[src/rtl/bus_1x16_loader_19bit.sv]
// Bus loader: captures a shared 19-bit bus value into one of 16 registers
// through an IDLE -> WRITE -> ACK handshake, with a registered read port.
module bus_1x16_loader_19bit #(
    parameter int DATA_W = 19,
    parameter int CNT_W  = 8
) (
    input  logic              clk,
    input  logic              rst_n,
    input  logic [DATA_W-1:0] bus_data,
    input  logic              d3,
    input  logic              d2,
    input  logic              d1,
    input  logic              d0,
    input  logic              wr_req,
    output logic              busy,
    output logic              wr_ack,
    input  logic [3:0]        rd_sel,
    output logic [DATA_W-1:0] rd_data,
    output logic [3:0]        last_dest,
    output logic [CNT_W-1:0]  wr_count
);

    typedef enum logic [1:0] {
        IDLE  = 2'd0,
        WRITE = 2'd1,
        ACK   = 2'd2
    } state_t;

    state_t            state;
    state_t            next_state;
    logic              load_hold;
    logic              do_write;
    logic [DATA_W-1:0] hold_data;
    logic [3:0]        hold_dest;
    logic [DATA_W-1:0] regs [16];

    always_ff @(posedge clk or negedge rst_n) begin
        if (!rst_n) begin
            state <= IDLE;
        end else begin
            state <= next_state;
        end
    end

    // Requests are only looked at in IDLE, so anything arriving mid-handshake is dropped.
    always_comb begin
        next_state = state;
        load_hold  = 1'b0;
        do_write   = 1'b0;
        busy       = 1'b0;
        case (state)
            IDLE: begin
                if (wr_req) begin
                    load_hold  = 1'b1;
                    next_state = WRITE;
                end
            end
            WRITE: begin
                do_write   = 1'b1;
                busy       = 1'b1;
                next_state = ACK;
            end
            ACK: begin
                busy       = 1'b1;
                next_state = IDLE;
            end
            default: begin
                next_state = IDLE;
            end
        endcase
    end

    always_ff @(posedge clk or negedge rst_n) begin
        if (!rst_n) begin
            hold_data <= '0;
            hold_dest <= '0;
            rd_data   <= '0;
            last_dest <= '0;
            wr_count  <= '0;
            wr_ack    <= 1'b0;
            for (int i = 0; i < 16; i++) begin
                regs[i] <= '0;
            end
        end else begin
            // Non-blocking read of the array gives read-before-write on a shared index.
            rd_data <= regs[rd_sel];
            wr_ack  <= do_write;
            if (load_hold) begin
                hold_data <= bus_data;
                hold_dest <= {d3, d2, d1, d0};
            end
            if (do_write) begin
                regs[hold_dest] <= hold_data;
                last_dest       <= hold_dest;
                if (wr_count != '1) begin
                    wr_count <= wr_count + CNT_W'(1);
                end
            end
        end
    end

endmodule

[config.mk]
export PLATFORM = sky130hd
export DESIGN_NAME = bus_1x16_loader_19bit
export DESIGN_NICKNAME = d
export VERILOG_FILES = /design/src/rtl/bus_1x16_loader_19bit.sv
export SDC_FILE = /design/constraint.sdc
export NUM_CORES = 1
export LEC_CHECK = 0
export ABC_AREA = 1
export ABC_CLOCK_PERIOD_IN_PS = 1930
export CAP_MARGIN = 20
export CORE_ASPECT_RATIO = 1.4
export CORE_MARGIN = 4
export CORE_UTILIZATION = 44
export DETAILED_ROUTE_END_ITERATION = 12
export GPL_TIMING_DRIVEN = 1
export PLACE_DENSITY_LB_ADDON = 0.08
export SETUP_SLACK_MARGIN = 0.05
export SYNTH_ARGS = -nofsm -noshare
export SYNTH_HDL_FRONTEND = slang
export SYNTH_SLANG_ARGS = --single-unit
[constraint.sdc]
create_clock -name clk -period 1.93 [get_ports clk]
set_input_delay 0.386 -clock clk [delete_from_list [all_inputs] [get_ports clk]]
set_output_delay 0.386 -clock clk [all_outputs]
set_load 0.02 [all_outputs]
# Yosys cells after proc, flatten, opt, wreduce, memory -nomap -nowiden
# Index checks and enable logic that the tools add are counted.
# word_totals
inputBits	30
reg_bits	361
wordCells	49
output_inout_bits	33
# op_classes
bitwise_logic	2
n_eq_ne	4
n_lt_le_gt_ge	3
n_mux	12
reduce_logical	4
add_sub_neg	1
# ops
cell	n
304-bit bitwise mux	1
19-bit binary-select mux with 4-bit select	1
19-bit demux with 4-bit select	1
19-bit two-way mux	3
5-bit greater-or-equal comparator (second input constant)	2
4-bit inverter with 5-bit output	2
8-bit by 1-bit adder with 8-bit output (second input constant)	1
8-bit != test (second input constant)	1
5-bit by 1-bit < comparator with 1-bit output (second input constant)	1
1-bit two-way mux	4
2-bit case mux with 2 select lines	1
2-bit by 1-bit == test with 1-bit output (second input constant)	1
2-bit == test (second input constant)	1
2-bit logical NOT	1
2-bit two-way mux	1
2-bit != test (second input constant)	1
2-bit AND reduction	1
2-bit OR reduction	1
1-bit logical AND	1

# Logic depth before layout (Yosys ltp)
# Gate-level depths: netlist of the first run.
# logic_depth
word_depth	6
ltp_mapped	10
ltp_nobuf	8

# Worst setup path before layout of the first run
# Ideal clock, no wire load.
# synth_path
path_kind	reg-to-reg
start	register state[1]
end	register regs[263] in the netlist's numbering
synth_period_minus_slack_ns	1.560
path_stages_with_launch	11
setup_slack_ns	0.370
n_path_buf	3
arrival_ns	1.425
cell_sequence	dfrtp_1 > inv_1 > ha_1 > buf_4 > nand2_2 > nor2_2 > nand2_1 > buf_2 > buf_2 > nand2_1 > o21ai_1
# synth_between
elab_chain_cells	2
# synth_lines
element	line_no	source
from (decl)	29	state_t state;
from (signal assigned)	41	state <= next_state;
2-bit by 1-bit == test with 1-bit output	51	case (state)
1-bit two-way mux	51	
via do_write	32	logic do_write;
to (signal, indexed assignment)	93	regs[hold_dest] <= hold_data;
to (decl)	35	logic [DATA_W-1:0] regs [16];
# The timed path passes the listed nets, and every way through them passes these cells.
# A chain may end at the register's enable or synchronous reset.

# Worst setup path after layout of the first run
# layout_path
start	register rd_data[18]
end	output rd_data[18]
# layout_rtl
element	line_no	source
from (decl)	18	output logic [DATA_W-1:0] rd_data,
from (signal assigned)	86	rd_data <= regs[rd_sel];
# No word-level cell between the ends.

==> flow_summary.json, run 1 <==
{
  "post_synth_xor_area_fraction": 0.00207,
  "num-nets-final": 2177,
  "multiInputGateArea_sq_mm": 0.00607,
  "post_synth_and_or_nand_nor_area_fraction": 0.246,
  "reg2regPathDepth": 8,
  "drt-total-wl_um": 45700,
  "first_pass_grt_wire_length_um": 73900,
  "met3_length_um": 1640,
  "grt_util_all_layers": 0.222,
  "maxCapViolCount": 0,
  "final-hold-violation-count": 0,
  "via_count": 13500,
  "dr.max_layer_used": "met4",
  "cpLargestDelayFamily": "buffers and inverters",
  "synth_flop_cell": "dfrtp_1",
  "layout.area.seq_sq_mm": 0.00903,
  "drtIter0Drc": 993,
  "cts.reportedPaths.clkPinSlew_ns": 0.06,
  "grt_pass1_vias": 13100,
  "detail_route.first_pass.iterations": 5,
  "finalCriticalPeriod_ns": 1.84,
  "synthesis.yosys.warnings": 0,
  "crit_path_cell_trace": "clkdlybuf4s50_1",
  "worst_skew_pair.late_latency_ns": 0.53,
  "grt_max_degree": 77,
  "start_util": 0.448,
  "via_per_inst": 5.10,
  "power_per_cell_area_mw_per_mm2": 1490,
  "regToRegEndpoint": "regs[87]",
  "fin_total_pwr_mw": 28.6,
  "stdcell_count": 2644,
  "nFillCells": 3652,
  "post_synth_mux_area_share": 0.000665,
  "die_area_sq_mm": 0.0418,
  "worst_slew_pin_slew_ns": 0.674,
  "crit_start": "rd_data[18]",
  "cts_tree": "built",
  "cp_data_required_time_ns": 1.54,
  "cp_max_stage_cell": "clkdlybuf4s50_1",
  "antenna_violations_before_repair": 1,
  "crit_path_end": "rd_data[18]",
  "flow.area_growth_from_synthesis_pct": 13.5,
  "proportion_of_layout_cells_with_a_drive_suffix_above_1": 0.0719,
  "ctsHtreeMaxLevel": 2,
  "fmaxAchievable_ghz": 0.543,
  "finalCritPeriodShare": 0.954,
  "met2_layer_wire_length_in_the_routed_design_um": 22600,
  "ys_top_cells_by_area": "dfrtp_1 53%, nand2_1 17%, nand3_1 7.0%",
  "ioPinCount": 63,
  "dpl.hpwl_um": 25500,
  "endpoint_kind": "primary output",
  "lkg_pwr_nw": 9.84,
  "placement_rows": 84,
  "synth-edff-count": 0,
  "floorplan.die.width_um": 174,
  "postSynthRegisterBits": 361,
  "most_repeated_cell_in_the_gate_level_netlist_after_synthesis": "nand2_1",
  "number_of_routed_nets_with_antenna_violations": 0,
  "synth_area_per_cell_sq_um": 7.92,
  "synth.net_count": 2175,
  "worst_voltage_drop_across_the_vdd_grid_mv": 0.656,
  "fin_skew_ns": 0.0127,
  "maxSlewViolCount": 0,
  "synthesized_area_fraction_occupied_by_ao_oa_aoi_and_oai_cells": 0.106,
  "final-setup-viol-count": 0,
  "post_cts_buffers": 0,
  "holdCritPathClass": "in -> async",
  "timing.critical_path.from_type": "flip-flop",
  "adder_and_majority_gate_portion_of_the_synthesized_area": 0.00295,
  "globalRoute.totalOverflow": 0,
  "clkSinkCount": 361,
  "yosys_top_cell_area_share": 0.533,
  "wl_met1_um": 20300,
  "critical_path_depth": 1,
  "maxSlewHeadroom": 0.550,
  "r2r_start": "state[1]",
  "synth_common_cells": "746 x nand2_1, 361 x dfrtp_1, 262 x inv_1, 236 x nand3_1, 155 x o21ai_0",
  "placed_cells": 2574,
  "maximum_fanout_count_along_the_critical_path": 1,
  "synthDistinctLibCells": 26,
  "portBuffers": 62,
  "core_sq_mm": 0.0378,
  "grt_setup_unrepaired": "no",
  "netlist_instances": 2141,
  "run_status": "finished clean",
  "cp_slowest_stage_delay_ns": 0.60,
  "post-route-cell-area_sq_mm": 0.0192,
  "arrival_ns": 1.46,
  "post-route-drc-count": 0,
  "synth_top_area_cell": "dfrtp_1",
  "placement.cell_area_sq_mm": 0.0180,
  "routed_wire_length_per_instance_um": 17.3,
  "ff2ff_setup_slack_ns": 0.26,
  "clock_path_buffers": 3,
  "async_reset_ff_frac": 1.00,
  "die_h_um": 240,
  "synth_top_family_by_area": "simple AND/OR/NAND/NOR gates",
  "globalplace.congestion": 0.769,
  "timing.critical_path.buf_inv": 1,
  "setup_tns_ns": 0,
  "critPathKind": "reg -> out",
  "cts_inserted_buffers": 39,
  "cts_root_buf": "clkbuf_16",
  "mappedNetlistArea_sq_mm": 0.0169,
  "synth_sequential_area_ratio": 0.533
}
==> worst reg2reg max path, stage by stage, from the launching register on <==
cell and delay [ns]:
dfrtp_1 0.36, inv_1 0.11, ha_2 0.24, nand2_2 0.11, nor2_4 0.15, nand2_1 0.07
buf_4 0.28, nand2_1 0.14, o21ai_1 0.06
==> cells by family after synthesis <==
kind of cell / Yosys count
buffers and inverters: 416
and+or+nand+nor: 1020
adders and majority gates: 4
AOI/OAI and AO/OA: 335
muxes: 1
xor gates and xnor gates: 4
DFF: 361
==> cells in the final DEF, fill, tap and decap left out, drive strengths merged, types with 3 or more instances in the layout <==
master | netlist | final
a21oi | 22 | 22
buf | 89 | 52
clkbuf | 60 | 63
clkdlybuf4s50 | 0 | 29
clkinv | 1 | 5
dfrtp | 361 | 361
dlygate4sd2 | 0 | 24
dlymetal6s2s | 0 | 4
ha | 4 | 4
inv | 266 | 266
nand2 | 749 | 749
nand3 | 236 | 236
nor2 | 33 | 33
o21ai | 313 | 313
xor2 | 3 | 3
==> metal layers <==
layer,vias to the layer above,global-route usage
met5,-,0
met4,0,0.0610
met3,75,0.0274
met2,262,0.382
met1,6462,0.298
li1,6677,-
==> registers in the layout, summed over array words and instances (netlist names) <==
name and count:
last_dest 4, wr_ack 1, state 2, regs 304, wr_count 8, hold_dest 4
rd_data 19, hold_data 19
==> per-stage QoR <==
stage	util	worst slack, ns	hold WS [ns]
global placement	0.476	0.278	0.305
floorplan	-	0.370	0.0904
detailed placement	0.476	0.244	0.304
global route	0.508	0.0535	0.368
finish	0.508	0.0884	0.344
CTS	0.508	0.0525	0.330
==> worst min-delay path by stage <==
stage	cells after the start	to	slack [ns]	start
6_report	2	regs[133]	0.34	rst_n
5_1_grt	2	regs[133]	0.37	rst_n
4_1_cts	2	regs[114]	0.33	rst_n
3_5_place_dp	1	regs[135]	0.30	rst_n
3_3_place_gp	1	regs[135]	0.31	rst_n
2_1_floorplan	0	hold_data[0]	0.09	rst_n
==> area by class of cell <==
class | instances | share of cell area
sequential | 361 | 0.470
multi-input combinational | 1364 | 0.316
timing repair buffer | 110 | 0.0683
clock buffer | 63 | 0.0618
inverter | 267 | 0.0522
tap | 473 | 0.0308
clock inverter | 5 | 0.00143
antenna | 1 | 0.000130
==> timing repair <==
item	4_1_cts	5_1_grt
resized for setup	28	5
hold buffers	1	0
endpoints found under the hold margin	24	0
pin swaps	0	0
setup endpoints to repair	25	9
==> power breakdown <==
group	internal (mW)	total [mW]	switching (mW)	leakage (nW)
combinational	3.24	8.82	5.58	4.68
sequential	10.9	12.6	1.70	4.57
clock	4.20	7.18	2.98	0.595
total	18.4	28.6	10.3	9.84
Note: power is estimated with default switching activity, not from simulation.
==> run 2, diff against run 1 <==
--- a/config.mk
+++ b/config.mk
@@ -6,11 +6,10 @@
 export NUM_CORES = 1
 export LEC_CHECK = 0
 export ABC_AREA = 1
-export ABC_CLOCK_PERIOD_IN_PS = 1930
 export CAP_MARGIN = 20
 export CORE_ASPECT_RATIO = 1.4
 export CORE_MARGIN = 4
-export CORE_UTILIZATION = 44
+export CORE_UTILIZATION = 25
 export DETAILED_ROUTE_END_ITERATION = 12
 export GPL_TIMING_DRIVEN = 1
 export PLACE_DENSITY_LB_ADDON = 0.08
==> run 2 against run 1 <==
First-iteration DRC count shrank 6.2%. Global-route usage is 6.4 points lower. Worst hold slack got worse by 0.042 ns. Register-to-register slack improved by 0.02 ns. Sequential share of layout area shrank 2.0 points. Combinational power rose by 4.4%. Final cell count is 15% higher. Design area up 4.5%. Sequential power about the same. Highest routed layer unchanged. Setup slack improved by 0.045 ns. Non-clock buffer count up 25. Largest cell class unchanged.
==> flow_summary.json, run 2 (synthesized netlist as in run 1, its figures left out) <==
{
  "lkg_pwr_nw": 10.0,
  "num-nets-final": 2204,
  "routed_wire_length_per_instance_um": 18.5,
  "largest_registers_ranked_by_flip_flop_count": "regs (304), hold_data (19), rd_data (19)",
  "maxCapViolCount": 0,
  "clkSinkCount": 361,
  "cts_root_buf": "clkbuf_16",
  "worst_skew_pair.late_latency_ns": 0.56,
  "finalCriticalPeriod_ns": 1.80,
  "antenna_violations_before_repair": 0,
  "final_common_cell": "nand2_1",
  "grt.met1_usage": 0.208,
  "drt-total-wl_um": 56400,
  "critPathKind": "reg -> out",
  "global_route_layer_with_the_greatest_usage": "met2",
  "detail_route.first_pass.iterations": 5,
  "ff2ff_setup_slack_ns": 0.28,
  "portBuffers": 62,
  "maxSlewHeadroom": 0.553,
  "first_pass_grt_wire_length_um": 87800,
  "clock_path_buffers": 3,
  "reg2regPathDepth": 9,
  "antenna_cells_inserted": 0,
  "power_per_cell_area_mw_per_mm2": 1490,
  "drtIter0Drc": 931,
  "proportion_of_layout_cells_with_a_drive_suffix_above_1": 0.0883,
  "via_count": 13500,
  "fmaxAchievable_ghz": 0.557,
  "ctsHtreeMaxLevel": 2,
  "post-route-drc-count": 0,
  "cts_inserted_buffers": 41,
  "crit_path_end": "busy",
  "run_status": "finished clean",
  "globalplace.congestion": 0.714,
  "regMostFlops": "regs",
  "holdCritPathClass": "in -> async",
  "largest_register_ffs": 304,
  "grt_setup_unrepaired": "no",
  "number_of_routed_nets_with_antenna_violations": 0,
  "worst_slew_pin_slew_ns": 0.669,
  "layout.cells.most_common_list": "739 x nand2_1, 361 x dfrtp_1, 259 x inv_1",
  "grt_util_all_layers": 0.158,
  "final-setup-viol-count": 0,
  "worst_voltage_drop_across_the_vdd_grid_mv": 0.559,
  "arrival_ns": 1.41,
  "cp_data_required_time_ns": 1.54,
  "met3_use_gr": 0.0176,
  "ioPinCount": 63,
  "core_sq_mm": 0.0670,
  "r2r_start": "state[1]",
  "cts.reportedPaths.clkPinSlew_ns": 0.06,
  "die_h_um": 316,
  "start_util": 0.253,
  "floorplan.die.width_um": 228,
  "via_per_inst": 4.41,
  "flow.area_growth_from_synthesis_pct": 18.6,
  "grtUsageMet2": 0.277,
  "crit_start": "state[0]",
  "die_area_sq_mm": 0.0721,
  "endpoint_kind": "primary output",
  "timing.critical_path.from_type": "flip-flop",
  "final-hold-violation-count": 0,
  "post_cts_buffers": 0,
  "maximum_fanout_count_along_the_critical_path": 3,
  "grt_max_degree": 64,
  "dpl.hpwl_um": 32400,
  "setup_tns_ns": 0,
  "finalCritPeriodShare": 0.931,
  "fin_skew_ns": 0.0184,
  "placement_rows": 112,
  "grt_pass1_vias": 13800,
  "maxSlewViolCount": 0,
  "cts_tree": "built",
  "hold_ws_ns": 0.302,
  "globalRoute.totalOverflow": 0,
  "regToRegEndpoint": "regs[177]"
}
==> run 2: cell types whose count changed in the layout (fill, tap and decap cells not counted), moves of 4 or more <==
cell / previous run / this run
buf_4: 19 / 40
dlygate4sd2_1: 24 / 32
buf_12: 29 / 34
bufinv_16: 0 / 4
clkdlybuf4s50_1: 29 / 25
dlymetal6s2s_1: 4 / 0
==> run 2: power by group <==
group          leakage, nW  internal, mW  switching, mW
clock network        0.666          4.82           3.27
registers             4.57          10.9           1.73
logic                 4.80          3.36           5.85
total                 10.0          19.1           10.8
==> run 2: timing repair <==
item,CTS,global route
setup endpoints to repair,33,1
hold buffers,1,0
resized for setup,37,1
hold endpoints to repair,14,0
==> run 2: worst max-delay path, stage by stage (launching register included) <==
cell	delay [ns]
dfrtp_1	0.36
inv_2	0.05
ha_1	0.28
buf_2	0.16
==> run 2: final cells by class <==
type,instances,area [sq um]
clock inverter,9,145
inverter,267,1000
multi-input combinational,1364,6090
tap,855,1070
timing repair buffer,135,1550
fill,7287,46900
clock buffer,62,1200
sequential,361,9030
==> run 2: stage by stage <==
step / power [mW] / instances / worst slack [ns] / util / area (sq um)
after floorplan: 19.0 / 2141 / 0.370 / - / 16900
after global placement: 22.2 / 2981 / 0.176 / 0.280 / 18800
after detailed placement: 22.4 / 2981 / 0.167 / 0.280 / 18800
after CTS: 30.6 / 3053 / 0.0590 / 0.300 / 20100
after global routing: 32.5 / 3053 / 0.0531 / 0.300 / 20100
final: 29.9 / 3053 / 0.133 / 0.300 / 20100
==> run 2: layer usage <==
metal  routed length, um  vias to the layer above
met2               27800                      153
met5                   0                        -
li1                    -                     6730
met1               26200                     6516
met4                1260                        0
met3                1240                       64
==> run 2: worst min-delay path by stage <==
| stage | start | end | slack, ns | depth (start not counted) |
|---|---|---|---|---|
| 5_1_grt | rst_n | rd_data[9] | 0.31 | 2 |
| 3_3_place_gp | rst_n | rd_data[9] | 0.30 | 1 |
| 4_1_cts | rst_n | rd_data[9] | 0.27 | 2 |
| 2_1_floorplan | rst_n | hold_data[0] | 0.09 | 0 |
| 3_5_place_dp | rst_n | rd_data[9] | 0.30 | 1 |
| 6_report | rst_n | rd_data[9] | 0.30 | 2 |
==> run 3, diff against run 2 <==
--- a/config.mk
+++ b/config.mk
@@ -12,8 +12,9 @@
 export CORE_UTILIZATION = 25
 export DETAILED_ROUTE_END_ITERATION = 12
 export GPL_TIMING_DRIVEN = 1
-export PLACE_DENSITY_LB_ADDON = 0.08
+export PLACE_DENSITY = 0.39
 export SETUP_SLACK_MARGIN = 0.05
+export SLEW_MARGIN = 25
 export SYNTH_ARGS = -nofsm -noshare
 export SYNTH_HDL_FRONTEND = slang
 export SYNTH_SLANG_ARGS = --single-unit
==> run 3 against run 2 <==
Via count fell by 0.43%. Critical path type unchanged. Die area did not move. Sequential power barely moved. Largest cell class unchanged. Largest power group unchanged.
==> flow_summary.json, run 3 (synthesized netlist as in run 1, its figures left out) <==
{
  "worst_hold_path.num_cells": 3,
  "maxCapViolCount": 0,
  "nFillCells": 7168,
  "hold_ws_ns": 0.411,
  "antenna_cells_inserted": 0,
  "ctsHtreeMaxLevel": 2,
  "cts_inserted_buffers": 40,
  "holdCritPathClass": "in -> reg",
  "critPathKind": "reg -> out",
  "cts_tree": "built",
  "finalWorstSetupSlack_ns": 0.144,
  "setup_tns_ns": 0,
  "proportion_of_layout_cells_with_a_drive_suffix_above_1": 0.0804,
  "crit_path_cell_trace": "dlygate4sd2_1",
  "grt_max_degree": 72,
  "final_common_cell": "nand2_1",
  "dpl.hpwl_um": 29200,
  "cts_root_buf": "clkbuf_16",
  "layout.area.seq_sq_mm": 0.00903,
  "maximum_fanout_count_along_the_critical_path": 6,
  "maxSlewViolCount": 0,
  "r2r_start": "state[1]",
  "worst_skew_pair.late_latency_ns": 0.56,
  "placement.setup.worst_slack_ns": 0.215,
  "grt_pass1_vias": 13800,
  "timing.critical_path.buf_inv": 1,
  "regMostFlops": "regs",
  "endpoint_kind": "primary output",
  "die_area_sq_mm": 0.0721,
  "placed_cells": 2959,
  "drt-total-wl_um": 53100,
  "fmaxAchievable_ghz": 0.560,
  "power_per_cell_area_mw_per_mm2": 1490,
  "run_status": "finished clean",
  "ff2ff_setup_slack_ns": 0.30,
  "via_count": 13400,
  "detail_route.first_pass.iterations": 5,
  "fin_skew_ns": 0.0254,
  "cts.reportedPaths.clkPinSlew_ns": 0.06,
  "layout.cells.most_common_list": "742 x nand2_1, 361 x dfrtp_1, 259 x inv_1",
  "floorplan.die.width_um": 228,
  "largest_register_ffs": 304,
  "reg2regPathDepth": 8,
  "cp_slowest_stage_delay_ns": 0.47,
  "finalCriticalPeriod_ns": 1.79,
  "placement_rows": 112,
  "cp_data_required_time_ns": 1.54,
  "grt_setup_unrepaired": "no",
  "ioPinCount": 63,
  "worst_voltage_drop_across_the_vdd_grid_mv": 0.599,
  "fin_total_pwr_mw": 29.7,
  "lkg_pwr_nw": 9.95,
  "clock_path_buffers": 3,
  "critical_path_depth": 1,
  "grt_util_all_layers": 0.149,
  "largest_registers_ranked_by_flip_flop_count": "regs (304), hold_data (19), rd_data (19)",
  "regToRegEndpoint": "regs[14]",
  "stdcell_count": 3032,
  "globalplace.congestion": 0.736,
  "post-route-drc-count": 0,
  "die_h_um": 316,
  "crit_start": "wr_count[3]",
  "core_sq_mm": 0.0670,
  "antenna_violations_before_repair": 0,
  "finalCritPeriodShare": 0.926,
  "final-setup-viol-count": 0,
  "flow.area_growth_from_synthesis_pct": 17.7,
  "start_util": 0.253,
  "drtIter0Drc": 873,
  "routed_wire_length_per_instance_um": 17.5,
  "post_cts_buffers": 0,
  "crit_path_end": "wr_count[3]",
  "num-nets-final": 2181,
  "timing.critical_path.from_type": "flip-flop",
  "clkSinkCount": 361,
  "globalRoute.totalOverflow": 0,
  "multiInputGateArea_sq_mm": 0.00608,
  "first_pass_grt_wire_length_um": 83800,
  "worst_slew_pin_slew_ns": 0.738,
  "cp_max_stage_cell": "dfrtp_1",
  "arrival_ns": 1.40,
  "final-hold-violation-count": 0,
  "maxSlewHeadroom": 0.507,
  "via_per_inst": 4.42,
  "portBuffers": 62,
  "number_of_routed_nets_with_antenna_violations": 0,
  "cpLargestDelayFamily": "flip-flops"
}
==> run 3: worst min path at each step <==
| stage | slack (ns) | start | to |
|---|---|---|---|
| 5_1_grt | 0.40 | bus_data[13] | hold_data[13] |
| 2_1_floorplan | 0.09 | rst_n | hold_data[0] |
| 4_1_cts | 0.37 | bus_data[13] | hold_data[13] |
| 3_3_place_gp | 0.46 | regs[8] | regs[8] |
| 3_5_place_dp | 0.46 | rst_n | regs[227] |
| 6_report | 0.41 | bus_data[0] | hold_data[0] |
==> run 3: per-stage QoR <==
step	cell area, sq um	util
final	19900	0.298
after global routing	19900	0.298
after CTS	19900	0.298
after detailed placement	18600	0.278
after global placement	18600	0.278
after floorplan	16900	-
==> run 3: layout make-up <==
cell class / instances / area share
Multi-Input combinational cell: 1364 / 0.305
Sequential cell: 361 / 0.453
Tap cell: 855 / 0.0536
Clock inverter: 18 / 0.0111
Clock buffer: 54 / 0.0574
Inverter: 267 / 0.0504
Timing Repair Buffer: 113 / 0.0697
==> run 3: routing by layer <==
layer | vias to the layer above | routed length, um | GRT usage
li1 | 6698 | - | -
met1 | 6442 | 24200 | 0.192
met2 | 206 | 25900 | 0.263
met3 | 59 | 1700 | 0.0199
met4 | 0 | 1200 | 0.0387
met5 | - | 0 | 0
==> run 3: timing repair <==
item                                    4_1_cts  5_1_grt
endpoints found under the setup margin       33        1
gates resized for setup                      37        1
hold buffers                                  1        0
endpoints found under the hold margin       293        0
==> run 3: power breakdown <==
part | internal [mW] | leakage, nW | switching [mW] | total [mW]
logic | 3.24 | 4.70 | 5.71 | 8.95
registers | 10.9 | 4.57 | 1.72 | 12.6
clock network | 4.83 | 0.681 | 3.26 | 8.09
